**config.mk**
```make
export PLATFORM = sky130hd
export DESIGN_NAME = io_bus_master
export DESIGN_NICKNAME = d
export VERILOG_FILES = /design/src/rtl/io_bus_master.sv
export SDC_FILE = /design/constraint.sdc
export NUM_CORES = 1
export LEC_CHECK = 0
export BUFFER_PORTS_ARGS = -buffer_cell sky130_fd_sc_hd__buf_2
export CAP_MARGIN = 20
export CORE_ASPECT_RATIO = 0.6
export CORE_MARGIN = 2
export CORE_UTILIZATION = 32
export CTS_BUF_LIST = sky130_fd_sc_hd__clkbuf_16
export CTS_CLUSTER_SIZE = 25
export DETAILED_ROUTE_END_ITERATION = 16
export GPL_TIMING_DRIVEN = 0
export SYNTH_ARGS = -nofsm -noshare
export SYNTH_HDL_FRONTEND = slang
export SYNTH_SLANG_ARGS = --single-unit
export TNS_END_PERCENT = 5
```
**constraint.sdc**
```tcl
create_clock -name clk -period 3.35 [get_ports clk]
set_input_delay 0.67 -clock clk [delete_from_list [all_inputs] [get_ports clk]]
set_output_delay 0.67 -clock clk [all_outputs]
set_load 0.02 [all_outputs]
```
**src/rtl/io_bus_master.sv**
```systemverilog
// CPU load/store to memory-mapped I/O bus initiator: lane-replicated, byte-enabled
// bus cycles held until ack, read data extension, misalignment and timeout errors.
module io_bus_master #(
    parameter int TIMEOUT_CYCLES = 255
) (
    input  logic        clk,
    input  logic        rst_n,
    input  logic        req_valid,
    output logic        req_ready,
    input  logic        req_we,
    input  logic [31:0] req_addr,
    input  logic [1:0]  req_size,
    input  logic        req_signed,
    input  logic [31:0] req_wdata,
    output logic        resp_valid,
    output logic [31:0] resp_rdata,
    output logic        resp_err,
    output logic [31:0] io_addr,
    output logic [31:0] io_data_o,
    output logic        io_wen,
    output logic        io_ren,
    output logic [3:0]  io_ben,
    input  logic        io_ack,
    input  logic [31:0] io_data_i
);

    typedef enum logic [1:0] {IDLE, ACCESS, RELEASE, RESP} state_t;

    localparam logic [15:0] LAST_COUNT = 16'(TIMEOUT_CYCLES - 1);

    state_t      state;
    logic [15:0] count;
    logic        we_reg;
    logic [1:0]  size_reg;
    logic        signed_reg;
    logic        err_reg;

    logic        misaligned;
    logic [3:0]  ben_dec;
    logic [31:0] wdata_rep;
    logic [31:0] shifted;
    logic [31:0] rdata_ext;

    assign req_ready = (state == IDLE);

    always_comb begin
        misaligned = 1'b0;
        ben_dec    = 4'b1111;
        wdata_rep  = req_wdata;
        case (req_size)
            2'b00: begin
                ben_dec   = 4'b0001 << req_addr[1:0];
                wdata_rep = {4{req_wdata[7:0]}};
            end
            2'b01: begin
                misaligned = req_addr[0];
                ben_dec    = req_addr[1] ? 4'b1100 : 4'b0011;
                wdata_rep  = {2{req_wdata[15:0]}};
            end
            2'b10:   misaligned = (req_addr[1:0] != 2'b00);
            default: misaligned = 1'b1;
        endcase
    end

    // Halfword accesses are aligned, so a byte-granular shift also serves them.
    always_comb begin
        shifted   = io_data_i >> {io_addr[1:0], 3'b000};
        rdata_ext = io_data_i;
        case (size_reg)
            2'b00:   rdata_ext = {{24{signed_reg & shifted[7]}}, shifted[7:0]};
            2'b01:   rdata_ext = {{16{signed_reg & shifted[15]}}, shifted[15:0]};
            default: rdata_ext = io_data_i;
        endcase
    end

    always_ff @(posedge clk or negedge rst_n) begin
        if (!rst_n) begin
            state      <= IDLE;
            count      <= '0;
            we_reg     <= 1'b0;
            size_reg   <= 2'b00;
            signed_reg <= 1'b0;
            err_reg    <= 1'b0;
            io_addr    <= '0;
            io_data_o  <= '0;
            io_ben     <= '0;
            io_wen     <= 1'b0;
            io_ren     <= 1'b0;
            resp_valid <= 1'b0;
            resp_err   <= 1'b0;
            resp_rdata <= '0;
        end else begin
            resp_valid <= 1'b0;
            case (state)
                IDLE: begin
                    if (req_valid) begin
                        if (misaligned) begin
                            resp_valid <= 1'b1;
                            resp_err   <= 1'b1;
                            resp_rdata <= '0;
                            state      <= RESP;
                        end else begin
                            io_addr    <= req_addr;
                            io_ben     <= ben_dec;
                            io_data_o  <= wdata_rep;
                            io_wen     <= req_we;
                            io_ren     <= ~req_we;
                            we_reg     <= req_we;
                            size_reg   <= req_size;
                            signed_reg <= req_signed;
                            count      <= '0;
                            state      <= ACCESS;
                        end
                    end
                end
                ACCESS: begin
                    if (io_ack) begin
                        io_wen  <= 1'b0;
                        io_ren  <= 1'b0;
                        err_reg <= 1'b0;
                        state   <= RELEASE;
                    end else begin
                        count <= count + 16'd1;
                        if (count == LAST_COUNT) begin
                            io_wen  <= 1'b0;
                            io_ren  <= 1'b0;
                            err_reg <= 1'b1;
                            state   <= RELEASE;
                        end
                    end
                end
                RELEASE: begin
                    // Responder data is valid this cycle, one after its ack.
                    resp_valid <= 1'b1;
                    resp_err   <= err_reg;
                    resp_rdata <= (we_reg || err_reg) ? 32'd0 : rdata_ext;
                    state      <= RESP;
                end
                default: state <= IDLE;
            endcase
        end
    end

endmodule
```
==> results of run 1 <==
[cell type report]
| class | instances | share of cell area (%) |
|---|---|---|
| timing repair buffer | 207 | 13.3 |
| sequential | 127 | 39.8 |
| clock buffer | 17 | 5.32 |
| buffer | 36 | 2.05 |
| inverter | 12 | 0.564 |
| tap | 240 | 3.76 |
| clock inverter | 15 | 2.02 |
| multi-input combinational | 494 | 33.2 |
[routing by layer]
metal,vias up,track usage [%]
met5,-,0
met4,2,3.69
met3,12,6.46
met2,213,29.3
met1,2715,31.0
li1,2735,-
[through the flow]
step	instance area, sq um	instances
floorplan	6040	669
global placement	7370	1115
detailed placement	7400	1116
CTS	7990	1148
global route	7990	1148
finish	7990	1148
[cell usage in the layout (no fill, tap or decap), drive strengths merged, types with 2 or more instances in the layout]
cell	count
mux2	6
mux2i	27
o22ai	2
nand2	189
bufinv	2
a22o	2
buf	219
a32o	2
clkinv	6
or2	2
nor2b	3
nor2	63
o211ai	2
nand4	3
inv	15
and3	5
a211oi	3
a222oi	6
o21ai	77
nand4b	2
a21oi	22
nand3	5
clkbuf	41
o31ai	5
a2111oi	2
xor2	2
ha	6
and2	4
nand2b	5
a21o	9
xnor2	6
clkinvlp	4
a211o	2
nor3	8
a31oi	4
a22oi	2
and4	2
dfrtp	127
[worst max path at each step]
| stage | depth (start not counted) | slack, ns | to | from |
|---|---|---|---|---|
| finish | 8 | 0.76 | signed_reg | state[0] |
| global route | 8 | 0.57 | io_data_o[1] | state[0] |
| CTS | 8 | 0.77 | signed_reg | state[0] |
| detailed placement | 7 | 0.61 | io_data_o[4] | req_addr[0] |
| global placement | 1 | -0.30 | io_addr[15] | rst_n |
| floorplan | 8 | 1.22 | resp_rdata[18] | req_size[0] |
[cell families after synthesis]
family,after synthesis,synth area share (%)
xor+xnor,8,1.16
mux,34,5.97
simple gates,296,20.3
fa+ha+maj,6,1.24
compound gates,150,15.3
buf+inv,48,3.46
flops,127,52.6
[worst register-to-register path: stages (launching register included)]
cell,delay [ns]
dfrtp_1,0.41
inv_1,0.08
ha_1,0.30
nand2_1,0.20
a21o_1,0.23
clkbuf_1,0.58
clkbuf_1,0.53
nand2_1,0.12
nand2_1,0.08
[power by group through the flow]
stage | clock network, uW | logic [uW] | registers [uW]
floorplan | 0 | 1360 | 3230
global placement | 0 | 3230 | 2550
detailed placement | 0 | 3280 | 2560
CTS | 1910 | 3280 | 2560
global route | 1990 | 3610 | 2640
finish | 1870 | 3250 | 2550
==> flow_summary.toml, run 1 <==
[worst_setup_path]
start_kind = "register"
crit_top_cell = "nand2_1"
rr_startpoint = "state[0]"
max_stage_delay_ns = 0.57
worst-path-max-fanout = 10
path_cells = "inv_1, ha_1, nand2_1, a21o_1, clkbuf_1, clkbuf_1, nand2_1, nand2_1"
r2r_slack_ns = 0.76
slowest_stage = "clkbuf_1"
critPathTopFamily = "buffers and inverters"
rr_endpoint = "signed_reg"
arrival_ns = 2.93
worstPathRequired_ns = 3.69
r2r_cells = 8
cp-end-kind = "register"
critical_path_buf_inv_count = 3
worst-setup-path-type = "reg2reg"

[detailed_routing]
met3_wirelength_um = 1580
wl_per_cell_um = 17.5
via_per_inst = 4.95
maxUsedRoutingLayer = "met5"
drt_iter0_markers = 370
drtPass1Iterations = 6
dr_wl_met2_um = 8370
totalWireLength_um = 20100
drc = 0
detail-route-antenna-nets = 0
drt-met1-wl_um = 10000
dr_total_vias = 5677

[yosys]
async_flop_share_pct = 100
synth_warnings = 0
ys_ff_latch = 127
yosysSeqAreaShare_pct = 52.6
syn_inst = 669
synth_edf_count = 0
syn_nets = 779
yosysMostFrequentCell = "nand2_1"
synth_common_cells = "nand2_1, dfrtp_1, o21ai_0"
synth_cell_types = 60
syn_area_sq_um = 6040
synth_top_flop_cell = "dfrtp_1"
synth_top_area_cell = "dfrtp_1"
synth_area_leaders = "dfrtp_1, nand2_1, o21ai_0"
yosysTopAreaCellShare_pct = 52.6
syn-mean-instance-area_sq_um = 9.03

[clocking]
cts_htree_levels = 4
cts_hold_buf = 0
cts_buffers = 17
cts_resized = 0
cts_num_sinks = 127
clk_pin_slew_ns = 0.06
clockBufferDepth = 2
clock_latency_ns = 0.41
root_buffer = "clkbuf_16"
cts_setup_buffers = 0
cts_tree = "done"

[die]
die_w_um = 181
fp.dieH_um = 110
pin_count = 209
die_area_sq_um = 20000
initial_utilization_pct = 33.1
core_sq_um = 18300
num_rows = 38

[timing]
max_slew_margin_pct = 36.5
hold_slack_ns = 0.194
period_needed_ns = 2.59
fin_ws_ns = 0.758
min_period_over_period_pct = 77.4
slew_violations = 0
finalSetupViolations = 0
hold_viol = 0
final.setup.tns_ns = 0
worst_pin_slew_ns = 0.950
rsz0062_at_grt = "no"
fmaxAchievable_mhz = 386
fin_skew_ns = 0.0104

[global_routing]
grt_pass1_vias = 5647
antenna_found_initial = 1
track_usage_pct = 20.7
grt_pass1_wl_um = 32400
grt_max_degree = 85
grt_overflow_total = 0

[power]
pwr-share-clk_pct = 24.4
internal_power_uw = 4360
p_total_uw = 7670
switching_share_pct = 43.2
cellLeakagePower_uw = 0.00416
seqPwrFrac_pct = 33.3
p_switching_uw = 3310
power_density_nw_per_um2 = 960
combPwrFrac_pct = 42.3
ir_drop_mv = 0.388

[layout]
multi_input_area_sq_um = 2650
nNetsFinal = 1005
top_regs = "io_addr: 32 flops, io_data_o: 32 flops, resp_rdata: 32 flops"
area_growth_pct = 32.3
area.sequential_sq_um = 3180
drive_gt1_share_pct = 29.0
antennaDiodeCount = 0
fin_util_pct = 43.8
n_fill_cell = 1887

[status]
outcome = "finished, final reports clean"

[job]
maxCapViolCount = 0

[placed_design]
dp_hpwl_um = 15200
portBuffers = 206
place_worst_setup_slack_ns = 0.614
place_congestion = 0.865

[min_path]
hp-class = "in2async"
Power figures use the tool's default switching activity.
==> run 2, diff against run 1 <==
==> constraint.sdc (replaced) <==
create_clock -name clk -period 2.3 [get_ports clk]
set_input_delay 0.46 -clock clk [delete_from_list [all_inputs] [get_ports clk]]
set_output_delay 0.46 -clock clk [all_outputs]
set_load 0.02 [all_outputs]
==> flow_summary.toml, run 2 (same netlist as run 1, synthesis figures left out) <==
[status]
outcome = "finished, final reports clean"

[detailed_routing]
drtPass1Iterations = 5
via_per_inst = 4.95
totalWireLength_um = 20100
drt_iter0_markers = 366
detail-route-antenna-nets = 0
wl_per_cell_um = 17.5
dr_total_vias = 5688
drc = 0

[clocking]
cts_buffers = 17
cts_num_sinks = 127
root_buffer = "clkbuf_16"
clock_latency_ns = 0.41
clk_pin_slew_ns = 0.07
clockBufferDepth = 2
cts_tree = "done"
cts_setup_buffers = 0
cts_htree_levels = 4

[layout]
antennaDiodeCount = 0
layout_common_cells = "buf_2, nand2_1, dfrtp_1"
nNetsFinal = 1006
area_growth_pct = 33.1
drive_gt1_share_pct = 30.5
final_common_cell = "buf_2"
top_regs = "io_addr: 32 flops, io_data_o: 32 flops, resp_rdata: 32 flops"
fin_util_pct = 44.0

[die]
core_sq_um = 18300
fp.dieH_um = 110
pin_count = 209
die_area_sq_um = 20000
initial_utilization_pct = 33.1
num_rows = 38
die_w_um = 181

[global_routing]
antenna_found_initial = 1
grtUsageMet1_pct = 31.1
grt_pass1_vias = 5642
track_usage_pct = 20.7
grt_max_degree = 85
grt_overflow_total = 0
grt_pass1_wl_um = 32400
gr-usage-met2_pct = 29.2
gr-max-usage-layer = "met1"
use_met3_pct = 6.46

[placed_design]
dp_hpwl_um = 15200
place_congestion = 0.865
portBuffers = 206

[power]
cellLeakagePower_uw = 0.00419
p_total_uw = 11200
power_density_nw_per_um2 = 1400
ir_drop_mv = 0.566

[worst_setup_path]
r2r_slack_ns = 0.08
worst-setup-path-type = "reg2reg"
arrival_ns = 2.55
slowest_stage = "dfrtp_1"
path_cells = "inv_1, ha_2, or3b_1, or2_0, buf_2, a211o_4, buf_4, o21ai_1"
cp-end-kind = "register"
start_kind = "register"
max_stage_delay_ns = 0.42
worst-path-max-fanout = 10
worstPathRequired_ns = 2.63

[timing]
hold_viol = 0
fmaxAchievable_mhz = 450
worst_pin_slew_ns = 0.950
fin_skew_ns = 0.0113
slew_violations = 0
finalSetupViolations = 0
max_slew_margin_pct = 36.4
min_period_over_period_pct = 96.6
rsz0062_at_grt = "yes"
period_needed_ns = 2.22

[job]
maxCapViolCount = 0

[min_path]
hp-class = "in2reg"
==> run 2: changes by cell type in the layout (fill, tap and decap cells not counted), sizes merged <==
| cell | delta |
|---|---|
| buf | -1 |
| clkbuf | +1 |
| dlygate4sd3 | +1 |
==> run 2: layer usage <==
layer / vias up / share of wire [%]
li1: 2745 / -
met1: 2709 / 50
met2: 218 / 41
met3: 14 / 7.8
met4: 2 / 0.63
met5: - / 0.060
==> run 2: final timing paths <==
check / startpoint / end / cells past startpoint
worst max-delay path: state[0] / resp_rdata[21] / 8
worst min-delay path: req_addr[3] / io_addr[3] / 3
worst max register to register: state[0] / resp_rdata[21] / 8
worst min register to register: resp_rdata[9] / resp_rdata[9] / 1
max in group asynchronous: rst_n / count[5] / 3
min in group asynchronous: rst_n / count[4] / 2
==> run 2: cell type report <==
cell class / count / area [sq um]
fillers: 1879 / 10200
flip-flops and latches: 127 / 3180
multi-input cells: 494 / 2680
repair buffers: 208 / 1070
clock buffers: 17 / 425
well taps: 240 / 300
plain buffers: 36 / 174
clock inverters: 15 / 161
inverters: 12 / 45.0
==> run 2: metrics by stage <==
step	setup WS [ns]	TNS (ns)	instances	hold slack, ns	cell area (sq um)
3_3_place_gp	-1.14	-145.73	1115	0.455	7370
6_report	0.0786	0	1149	0.236	8040
5_1_grt	-0.0350	-0.207	1149	0.238	8040
4_1_cts	0.000649	0	1149	0.225	8010
3_5_place_dp	-0.270	-3.80	1116	0.427	7400
2_1_floorplan	0.324	0	669	0.164	6040
==> run 2: what timing repair did <==
action,in CTS,in global routing
endpoints found under the hold margin,36,0
hold buffers,1,0
resized for setup,4,15
pin swaps,0,0
endpoints found under the setup margin,33,76
==> run 2: critical path: cells and delay by family, from the launching register on <==
family,cells,cell delay (ns)
simple gates,2,0.57
compound gates,2,0.46
buf+inv,3,0.46
flops,1,0.42
fa+ha+maj,1,0.24
==> run 2: power by group <==
| group | switching [uW] | total (uW) | internal, uW |
|---|---|---|---|
| Clock | 1110 | 2720 | 1610 |
| Combinational | 3180 | 4780 | 1600 |
| Sequential | 550 | 3720 | 3170 |
| Total | 4840 | 11200 | 6380 |
